--- config.mk ---
export PLATFORM = sky130hd
export DESIGN_NAME = regfile_port_ctrl
export DESIGN_NICKNAME = d
export VERILOG_FILES = /design/src/rtl/regfile_port_ctrl.sv
export SDC_FILE = /design/constraint.sdc
export NUM_CORES = 1
export LEC_CHECK = 0
export ABC_CLOCK_PERIOD_IN_PS = 2820
export CORE_MARGIN = 4
export CORE_UTILIZATION = 43
export DETAILED_ROUTE_END_ITERATION = 16
export PLACE_DENSITY = 0.86
export SYNTH_ARGS = -nofsm -noshare
export SYNTH_HDL_FRONTEND = slang
export SYNTH_SLANG_ARGS = --single-unit
--- constraint.sdc ---
create_clock -name clk -period 2.82 [get_ports clk]
set_input_delay 0.564 -clock clk [delete_from_list [all_inputs] [get_ports clk]]
set_output_delay 0.564 -clock clk [all_outputs]
set_load 0.02 [all_outputs]
--- src/rtl/regfile_port_ctrl.sv ---
// regfile_port_ctrl
// Initiator side of the GPR file. It accepts decoded operand requests from the IDU,
// reads the register file, stalls on RAW/WAW hazards using a busy scoreboard,
// hands captured operands to the EXU (valid/ready) and commits WBU writebacks.
// A writeback to x0 is dropped.
//
// Optional build macro: WB_BYPASS_EN
//   When defined, CHECK forwards a same-cycle writeback (wb_data) into a busy
//   source operand. A matching destination also clears the WAW term. This
//   removes the one-cycle stall that follows a writeback.
//   When undefined, operands come only from rf_rdata*, and a request stalls
//   until the busy bit clears.
module regfile_port_ctrl #(
    parameter int XLEN = 32,
    parameter int NREG = 32,
    parameter int AW   = 5
) (
    input  logic            clk,
    input  logic            rst,
    // decode request
    input  logic            dec_valid,
    output logic            dec_ready,
    input  logic [AW-1:0]   dec_rs1,
    input  logic            dec_use_rs1,
    input  logic [AW-1:0]   dec_rs2,
    input  logic            dec_use_rs2,
    input  logic [AW-1:0]   dec_rd,
    input  logic            dec_rd_wen,
    // operand bundle to EXU
    output logic            ex_valid,
    input  logic            ex_ready,
    output logic [XLEN-1:0] ex_src1,
    output logic [XLEN-1:0] ex_src2,
    output logic [AW-1:0]   ex_rd,
    output logic            ex_rd_wen,
    // writeback from WBU
    input  logic            wb_valid,
    output logic            wb_ready,
    input  logic [AW-1:0]   wb_rd,
    input  logic [XLEN-1:0] wb_data,
    // register file ports
    output logic [AW-1:0]   rf_raddr1,
    output logic            rf_ren1,
    output logic [AW-1:0]   rf_raddr2,
    output logic            rf_ren2,
    input  logic [XLEN-1:0] rf_rdata1,
    input  logic [XLEN-1:0] rf_rdata2,
    output logic [AW-1:0]   rf_waddr,
    output logic [XLEN-1:0] rf_wdata,
    output logic            rf_wen
);

    typedef enum logic [1:0] {
        S_IDLE  = 2'd0,
        S_CHECK = 2'd1,
        S_ISSUE = 2'd2
    } state_t;

    state_t          r_state;
    logic [NREG-1:0] r_busy;

    // latched decode request
    logic [AW-1:0]   r_rs1;
    logic [AW-1:0]   r_rs2;
    logic [AW-1:0]   r_rd;
    logic            r_use1;
    logic            r_use2;
    logic            r_rd_wen;

    logic            w_accept;
    logic            w_busy1;
    logic            w_busy2;
    logic            w_busyd;
    logic            w_byp1;
    logic            w_byp2;
    logic            w_bypd;
    logic            w_hazard;
    logic            w_issue;
    logic [XLEN-1:0] w_op1;
    logic [XLEN-1:0] w_op2;
    logic [NREG-1:0] w_busy_nxt;

    // Handshake and port strobes. These come from registered state and are gated by reset.
    assign dec_ready = (r_state == S_IDLE) && !rst;
    assign wb_ready  = !rst;
    assign w_accept  = dec_valid && dec_ready;

    assign rf_raddr1 = r_rs1;
    assign rf_raddr2 = r_rs2;
    assign rf_ren1   = (r_state == S_CHECK) && r_use1 && !rst;
    assign rf_ren2   = (r_state == S_CHECK) && r_use2 && !rst;

    // The regfile write port is a straight pass-through of the WBU. An x0 write never reaches the array.
    assign rf_waddr  = wb_rd;
    assign rf_wdata  = wb_data;
    assign rf_wen    = wb_valid && (wb_rd != '0) && !rst;

    // Hazard detection and operand selection for the request held in CHECK
    always_comb begin
        w_busy1 = r_use1   && r_busy[r_rs1];
        w_busy2 = r_use2   && r_busy[r_rs2];
        w_busyd = r_rd_wen && r_busy[r_rd];
`ifdef WB_BYPASS_EN
        // A writeback landing this cycle resolves the pending writer right now
        w_byp1  = w_busy1 && rf_wen && (wb_rd == r_rs1);
        w_byp2  = w_busy2 && rf_wen && (wb_rd == r_rs2);
        w_bypd  = w_busyd && rf_wen && (wb_rd == r_rd);
`else
        w_byp1  = 1'b0;
        w_byp2  = 1'b0;
        w_bypd  = 1'b0;
`endif
        w_hazard = (w_busy1 && !w_byp1) || (w_busy2 && !w_byp2) || (w_busyd && !w_bypd);
        w_issue  = (r_state == S_CHECK) && !w_hazard;

        // An unused source yields 0 whatever the regfile returns
        w_op1 = '0;
        if (r_use1) w_op1 = w_byp1 ? wb_data : rf_rdata1;
        w_op2 = '0;
        if (r_use2) w_op2 = w_byp2 ? wb_data : rf_rdata2;
    end

    // Scoreboard next state: a writeback clears, an issue sets, and set wins on the same index.
    // x0 is never busy.
    always_comb begin
        w_busy_nxt = r_busy;
        if (rf_wen)
            w_busy_nxt[wb_rd] = 1'b0;
        if (w_issue && r_rd_wen && (r_rd != '0))
            w_busy_nxt[r_rd] = 1'b1;
        w_busy_nxt[0] = 1'b0;
    end

    // Busy scoreboard register
    always_ff @(posedge clk) begin
        if (rst)
            r_busy <= '0;
        else
            r_busy <= w_busy_nxt;
    end

    // Control FSM with registered request latch and EXU bundle
    always_ff @(posedge clk) begin
        if (rst) begin
            r_state   <= S_IDLE;
            r_rs1     <= '0;
            r_rs2     <= '0;
            r_rd      <= '0;
            r_use1    <= 1'b0;
            r_use2    <= 1'b0;
            r_rd_wen  <= 1'b0;
            ex_valid  <= 1'b0;
            ex_src1   <= '0;
            ex_src2   <= '0;
            ex_rd     <= '0;
            ex_rd_wen <= 1'b0;
        end else begin
            case (r_state)
                S_IDLE: begin
                    if (w_accept) begin
                        r_rs1    <= dec_rs1;
                        r_rs2    <= dec_rs2;
                        r_rd     <= dec_rd;
                        r_use1   <= dec_use_rs1;
                        r_use2   <= dec_use_rs2;
                        r_rd_wen <= dec_rd_wen;
                        r_state  <= S_CHECK;
                    end
                end
                S_CHECK: begin
                    // A hazard holds us here and re-reads the regfile every cycle
                    if (!w_hazard) begin
                        ex_src1   <= w_op1;
                        ex_src2   <= w_op2;
                        ex_rd     <= r_rd;
                        ex_rd_wen <= r_rd_wen;
                        ex_valid  <= 1'b1;
                        r_state   <= S_ISSUE;
                    end
                end
                S_ISSUE: begin
                    // The bundle stays frozen until the EXU takes it
                    if (ex_ready) begin
                        ex_valid <= 1'b0;
                        r_state  <= S_IDLE;
                    end
                end
                default: begin
                    ex_valid <= 1'b0;
                    r_state  <= S_IDLE;
                end
            endcase
        end
    end

endmodule

* Yosys cells after proc, flatten, opt, wreduce, memory -nomap -nowiden *
Index checks and enable logic that the tools add are counted.

storage, ports and cells
  memories = 0
  bits in registers = 123
  bits in writable memories = 0
  bits in latches = 0
  word-level logic and storage cells = 78
  input bits = 124
  memory bits (read-only) = 0
  output and inout bits = 123

cells by class
  reduce and logical (&&, ||, !) cells = 27
  equal/unequal tests = 5
  bitwise logic cells = 5
  $add $sub $neg = 0
  $lt $le $gt $ge = 6
  multipliers = 0
  muxes and demuxes = 21
  shift operators = 0
  div/mod/pow operators = 0

operator list
  operator                                                                number
  32-bit two-way mux                                                      4
  32-bit AND                                                              1
  32-bit NOT                                                              1
  32-bit bitwise OR                                                       1
  5-bit by 6-bit < comparator with 1-bit output (second input constant)   4
  1-bit logical AND                                                       16
  1-bit binary-select mux with 5-bit select                               3
  1-bit demux with 5-bit select                                           2
  5-bit by 1-bit >= comparator with 1-bit output (second input constant)  2
  5-bit nonzero test                                                      2
  1-bit two-way mux                                                       7
  2-bit two-way mux                                                       3
  2-bit != test (second input constant)                                   3
  2-bit case mux with 3 select lines                                      1
  3-bit AND reduction                                                     2
  2-bit AND reduction                                                     2
  1-bit case mux with 3 select lines                                      1
  2-bit by 1-bit equality test with 1-bit output (second input constant)  1
  2-bit equality test (second input constant)                             1
  1-bit zero test                                                         2
  2-bit zero test                                                         1
  1-bit logical OR                                                        2
  1-bit NOT                                                               2

* Longest topological paths before layout *
Gate-level depths: netlist (run 1).

  depth after elaboration = 10
  mapped depth = 12
  mapped depth without buffers = 7

* Worst setup path after synthesis (run 1) *
Ideal clock, no wire load.

  kind = flip-flop to flip-flop
  start = register r_rs2[0] (netlist: rf_raddr2[0])
  end = register ex_src1[21]
  library setup time = 0.072 ns
  data required time = 2.748 ns
  period minus slack after synthesis = 2.611 ns
  path slack = 0.209 ns
  arrival time = 2.539 ns
  path buffers = 4
  cell stages (with the launch flop) = 12
  path through = dfxtp_1 > buf_2 > mux4_2 > a22oi_1 > o311ai_0 > o211ai_1 > and3_4 > and3_4 > buf_6 > buf_6 > buf_8 > mux2i_1

between the ends
  word-level cells in the longest chain between the ends = 7

RTL lines
  item                                       RTL line  text
  start: declaration                         64        logic [AW-1:0] r_rs2;
  start signal: assignment                   162       r_rs2 <= dec_rs2;
  1-bit binary-select mux with 5-bit select  101       w_busy2 = r_use2 && r_busy[r_rs2];
  1-bit two-way mux (not written as such)    101
  1-bit logical AND                          101
  1-bit logical OR (2 in a row)              113       w_hazard = (w_busy1 && !w_byp1) || (w_busy2 && !w_byp2) || (w_busyd && !w_bypd);
  1-bit NOT (no source line)                 -
  2-bit AND reduction (no source line)       -
  end signal: assignment                     173       ex_src1 <= w_op1;
  end: declaration                           32        output logic [XLEN-1:0] ex_src1,

Every way passes these cells. The select of a mux whose other input is x is not followed.
A chain may end at the register's enable or synchronous reset.

* Worst setup path after layout (run 1) *
  start = input rst
  end = output dec_ready

between the ends
  word-level cells in the longest chain between the ends = 2

RTL lines
  item                RTL line  text
  start: declaration  19        input logic rst,
  1-bit zero test     84        assign dec_ready = (r_state == S_IDLE) && !rst;
  1-bit logical AND   84
  end: declaration    22        output logic dec_ready,

Every way passes these cells.

==> flow_summary.yaml, run 1 <==
run_status:
  outcome: "finished, final reports clean"
timing:
  hold_viol: 0
  setup_viol: 0
  skew_ns: 0.00836
  setup_tns_ns: 0
  rsz0062_at_grt: "no"
  finalCritPeriodShare_pct: 95.9
  slew_headroom_pct: 56.0
  maxSlewViolCount: 0
  max_freq_ghz: 0.370
  min_period_ns: 2.70
  hold_ws_ns: 0.453
  worstMarginPinSlew_ns: 0.661
synthesis:
  synthSimpleGateAreaFrac_pct: 17.0
  synth-xor-area-share_pct: 0
  synth-seq-cells: 122
  synth_top_area_cell: "dfxtp_1"
  synth.cell_area_um2: 5960
  ys_types: 38
  yosys-mux-area-fraction_pct: 20.9
  ys_top_cells_by_count: "nand2_1 (180), dfxtp_1 (122), mux2i_1 (97), buf_4 (42), o211ai_1 (32)"
  ys.flop_type: "dfxtp_1"
  yosys-top-cells-area: "dfxtp_1 (41%), mux2i_1 (16%), nand2_1 (11%), buf_4 (5.3%), o211ai_1 (4.0%)"
  yosysMostFrequentCell: "nand2_1"
  yosys.area_share.adder_pct: 0
  synthCells: 671
  async_reset_ff_share_pct: 0
  synth_top_area_share_pct: 41.0
  synth_top_family_by_area: "multiplexers"
  synthesis.nets: 795
  synth_compound_area_share_pct: 11.6
  syn_avg_cell_area_um2: 8.89
  yosys_warnings: 0
  synth_edf_count: 0
  ys_seq_area_share_pct: 41.0
worst_setup_path:
  end_kind: "output port"
  regToRegSetupSlack_ns: 0.22
  critical_path_required_ns: 2.26
  endpoint: "dec_ready"
  crit_type: "primary input to output port"
  r2r_start: "rf_raddr2[0]"
  critPathMaxFanout: 6
  r2r_cells: 8
  cp-startpoint: "rst"
  worstPathArrival_ns: 2.14
  cp-start-kind: "primary input"
  timing.rr.end: "ex_src2[27]"
grt:
  grt_pass1_wl_um: 27200
  grt_start_max_net_pins: 64
  grt-ovfl-total: 0
  grt_pass1_vias: 5215
  grt_use_total_pct: 21.2
  antenna_found_initial: 0
clocking:
  post_cts_buffers: 0
  cts_tree: "built"
  ctsHoldBuffers: 0
  clock_latency_ns: 0.41
  path_clk_slew_ns: 0.05
  htreeDepth: 4
  clockRootBuffer: "clkbuf_16"
  cts_buffers: 17
  clock_sinks: 122
  cts_buffer_depth: 2
drt:
  wl_um: 16900
  antenna_left: 0
  route.detailed.drc: 0
  first_pass_iters: 4
  route.vias.total: 5287
  vias_per_cell: 5.29
  wl_per_cell_um: 16.9
  first_iter_violations: 368
pwr:
  p_leak_nw: 2.85
  power.internal_mw: 3.41
  switching_power_mw: 1.09
  ir_drop_mv: 0.371
  combinationalPowerShare_pct: 13.3
  clkPwrFrac_pct: 46.2
  seq_power_share_pct: 40.4
  pwr_density_cell_nw_per_um2: 542
  swShare_pct: 24.2
floorplan:
  start_util_pct: 44.5
  die_y_um: 126
  fp-row-count: 42
  die_w_um: 126
  dieArea_um2: 15800
  core_area_um2: 13400
  ioPinCount: 247
place:
  gp_congestion: 0.891
  postPlaceCellArea_um2: 7750
  hpwlAfterDp_um: 12200
  portBuffers: 182
cells_and_area:
  final_cell_area_um2: 8310
  nets: 937
  antenna_cells: 0
  fillCellCount: 1110
  syn_to_final_growth_pct: 39.5
  drive_gt1_share_pct: 9.71
min_path:
  min_path_type: "flop to flop"
run:
  drv_cap: 0
[what timing repair did]
item | in CTS | in global routing
setup endpoints to repair | 0 | 30
resized for setup | 0 | 2
hold endpoints to repair | 0 | 0
[layout by cell type, fill, tap and decap left out, drive strengths merged, types with 6 or more instances in the layout]
cell,instances
a21oi,9
and3,6
buf,31
clkbuf,22
clkdlybuf4s50,182
clkinv,6
dfxtp,122
mux2i,97
mux4,10
nand2,180
nand3,12
nor2,11
nor2b,7
o211ai,32
o21ai,26
o22ai,7
o31ai,24
[registers in the layout, summed over array words and instances (netlist names)]
signal,cells
r_state,2
ex_valid,1
r_rd_wen,1
ex_src1,32
ex_rd,5
ex_src2,32
r_rd,5
r_busy,31
ex_rd_wen,1
r_use1,1
rf_raddr2,5
r_use2,1
rf_raddr1,5
[worst min path at each step]
stage / from / to / slack [ns] / cells past startpoint
after floorplan: r_busy[9] / r_busy[9] / 0.49 / 2
after global placement: ex_src2[29] / ex_src2[29] / 0.44 / 2
after detailed placement: ex_src2[26] / ex_src2[26] / 0.45 / 2
after CTS: ex_src1[9] / ex_src1[9] / 0.46 / 2
after global routing: ex_src2[2] / ex_src2[2] / 0.47 / 2
final: ex_src1[9] / ex_src1[9] / 0.45 / 2
[power groups by stage]
stage | logic [mW] | registers, mW | clock network (mW)
after CTS | 0.603 | 1.82 | 2.12
after detailed placement | 0.600 | 1.86 | 0
after floorplan | 0.375 | 1.86 | 0
after global placement | 0.595 | 1.85 | 0
final | 0.601 | 1.82 | 2.08
after global routing | 0.644 | 1.83 | 2.20
[metal layers]
| layer | vias up | share of wire (%) | GRT usage [%] |
|---|---|---|---|
| li1 | 2575 | - | - |
| met1 | 2459 | 42 | 25.8 |
| met2 | 221 | 47 | 33.9 |
| met3 | 32 | 8.7 | 8.13 |
| met4 | 0 | 2.3 | 8.45 |
| met5 | - | 0 | 0 |
[critical path, cell delays in order]
cell and delay [ns]:
clkdlybuf4s50_1 0.56, nor3_1 0.34, clkdlybuf4s50_1 0.67
[cell families after synthesis]
group,count (synthesis)
AND/OR/NAND/NOR,238
flip-flops,122
multiplexers,111
AO/OA/AOI/OAI,105
buffers and inverters,95
[cell type report]
type | count | area [µm²] | area share [%]
clock buffer | 22 | 464 | 5.58
clock inverter | 8 | 96.3 | 1.16
inverter | 5 | 20.0 | 0.241
multi-input combinational | 454 | 2970 | 35.7
sequential | 122 | 2440 | 29.4
tap | 176 | 220 | 2.65
timing repair buffer | 213 | 2100 | 25.3
[per-stage QoR]
stage / power, mW / setup slack (ns) / std cells / utilization, %
finish: 4.50 / 0.117 / 1000 / 62.0
global route: 4.67 / 0.0359 / 1000 / 62.0
CTS: 4.54 / 0.0744 / 1000 / 62.0
detailed placement: 2.46 / 0.0794 / 970 / 57.8
global placement: 2.45 / 0.0940 / 970 / 57.8
floorplan: 2.24 / 0.209 / 671 / -
No activity file was read; power rests on OpenSTA's default activity.
==> run 2, diff against run 1 <==
==> config.mk (replaced) <==
export PLATFORM = sky130hd
export DESIGN_NAME = regfile_port_ctrl
export DESIGN_NICKNAME = d
export VERILOG_FILES = /design/src/rtl/regfile_port_ctrl.sv
export SDC_FILE = /design/constraint.sdc
export NUM_CORES = 1
export LEC_CHECK = 0
export ABC_CLOCK_PERIOD_IN_PS = 3300
export CORE_MARGIN = 4
export CORE_UTILIZATION = 47
export DETAILED_ROUTE_END_ITERATION = 16
export PLACE_DENSITY = 0.93
export SYNTH_ARGS = -nofsm -noshare
export SYNTH_HDL_FRONTEND = slang
export SYNTH_SLANG_ARGS = --single-unit
==> constraint.sdc (replaced) <==
create_clock -name clk -period 3.3 [get_ports clk]
set_input_delay 0.66 -clock clk [delete_from_list [all_inputs] [get_ports clk]]
set_output_delay 0.66 -clock clk [all_outputs]
set_load 0.02 [all_outputs]
==> run 2 against run 1 <==
Via count grew 2.4%. Cell area shrank 1.1%. Wire length grew 4.2%. Setup slack gained 0.13 ns. Critical endpoint is now rf_ren1. Worst hold slack is essentially flat. Highest routed layer unchanged.
==> flow_summary.yaml, run 2 (synthesized netlist as in run 1, its figures left out) <==
run_status:
  outcome: "finished, final reports clean"
place:
  portBuffers: 182
  gp_congestion: 0.958
  hpwlAfterDp_um: 12500
  postPlaceCellArea_um2: 7610
  place_ws_ns: 0.290
floorplan:
  ioPinCount: 247
  start_util_pct: 48.8
  dieArea_um2: 14600
  die_y_um: 121
  fp-row-count: 40
  die_w_um: 121
  core_area_um2: 12200
timing:
  max_freq_ghz: 0.328
  skew_ns: 0.00947
  worstMarginPinSlew_ns: 0.839
  slew_headroom_pct: 44.0
  hold_viol: 0
  finalCritPeriodShare_pct: 92.4
  finalWorstSetupSlack_ns: 0.252
  min_period_ns: 3.05
  hold_ws_ns: 0.453
  maxSlewViolCount: 0
  rsz0062_at_grt: "no"
  setup_tns_ns: 0
  setup_viol: 0
worst_setup_path:
  cp_top_family: "buffers and inverters"
  critPathBufInv: 2
  slowest_delay_ns: 0.65
  cp-start-kind: "primary input"
  worstPathArrival_ns: 2.39
  end_kind: "output port"
  slowest_stage: "clkdlybuf4s50_1"
  path_cells: "clkdlybuf4s50_1 -> nor2_1 -> and3_1 -> clkdlybuf4s50_1"
  critical_path_required_ns: 2.64
  cpMostUsedCell: "clkdlybuf4s50_1"
  critPathMaxFanout: 7
  crit_type: "primary input to output port"
clocking:
  cts_tree: "built"
  ctsHoldBuffers: 0
  post_cts_buffers: 0
  cts_resized: 0
  path_clk_slew_ns: 0.06
  cts_buffer_depth: 2
  htreeDepth: 4
  clock_sinks: 122
  clockRootBuffer: "clkbuf_16"
  cts_buffers: 17
  clock_latency_ns: 0.41
pwr:
  ir_drop_mv: 0.371
  p_leak_nw: 2.79
  pwr_density_cell_nw_per_um2: 483
  finalPower_mw: 3.97
grt:
  grt_use_total_pct: 23.7
  antenna_found_initial: 0
  grt_start_max_net_pins: 119
  grt_pass1_wl_um: 27500
  grt_pass1_vias: 5338
  grt-ovfl-total: 0
cells_and_area:
  final_cell_area_um2: 8220
  reg_top3: "ex_src1: 32 flops, ex_src2: 32 flops, r_busy: 31 flops"
  final_cell_mix: "clkdlybuf4s50_1 (182), nand2_1 (180), dfxtp_1 (122)"
  antenna_cells: 0
  syn_to_final_growth_pct: 37.9
  nets: 922
  drive_gt1_share_pct: 8.26
  final_common_cell: "clkdlybuf4s50_1"
  fillCellCount: 946
drt:
  vias_per_cell: 5.53
  first_pass_iters: 5
  route.detailed.drc: 0
  antenna_left: 0
  wl_um: 17600
  wl_per_cell_um: 18.0
  first_iter_violations: 554
  route.vias.total: 5415
min_path:
  min_path_type: "flop to flop"
run:
  drv_cap: 0
[run 2: tightest hold or removal path: cells and delay by family, from the launching register on]
kind / cells / cell delay, ns
AND/OR/NAND/NOR: 1 / 0.05
flip-flops: 1 / 0.30
multiplexers: 1 / 0.05
[run 2: power by group]
group	internal [mW]	leakage, nW	total [mW]	switching, mW
Clock	1.21	0.290	1.91	0.694
Sequential	1.51	0.987	1.57	0.0583
Combinational	0.255	1.51	0.493	0.238
Total	2.98	2.79	3.97	0.991
[run 2: area by class of cell]
cell class / count / area, µm² / share of cell area [%]
clock buffers: 19 / 443 / 5.39
clock inverters: 13 / 166 / 2.02
inverters: 5 / 20.0 / 0.243
multi-input cells: 454 / 2960 / 36.0
flip-flops and latches: 122 / 2440 / 29.7
well taps: 168 / 210 / 2.56
repair buffers: 198 / 1980 / 24.1
[run 2: path summary, 6_finish.rpt]
check | startpoint | end | slack (ns) | cells past startpoint
max | rst | rf_ren1 | 0.25 | 4
max reg2reg | r_rd[1] | ex_rd[0] | 0.39 | 9
min | ex_src2[11] | ex_src2[11] | 0.45 | 2
min reg2reg | ex_src2[11] | ex_src2[11] | 0.45 | 2
[run 2: through the flow]
stage	instances	util, %
after floorplan	671	-
after global placement	947	62.4
after detailed placement	947	62.4
after CTS	979	67.3
after global routing	979	67.3
final	979	67.3
[run 2: layer usage]
layer / track usage (%) / vias up / part of all wire, %
li1: - / 2556 / -
met4: 9.84 / 0 / 2.6
met1: 29.3 / 2545 / 40
met3: 6.55 / 36 / 9.1
met2: 39.0 / 278 / 49
met5: 0 / - / 0
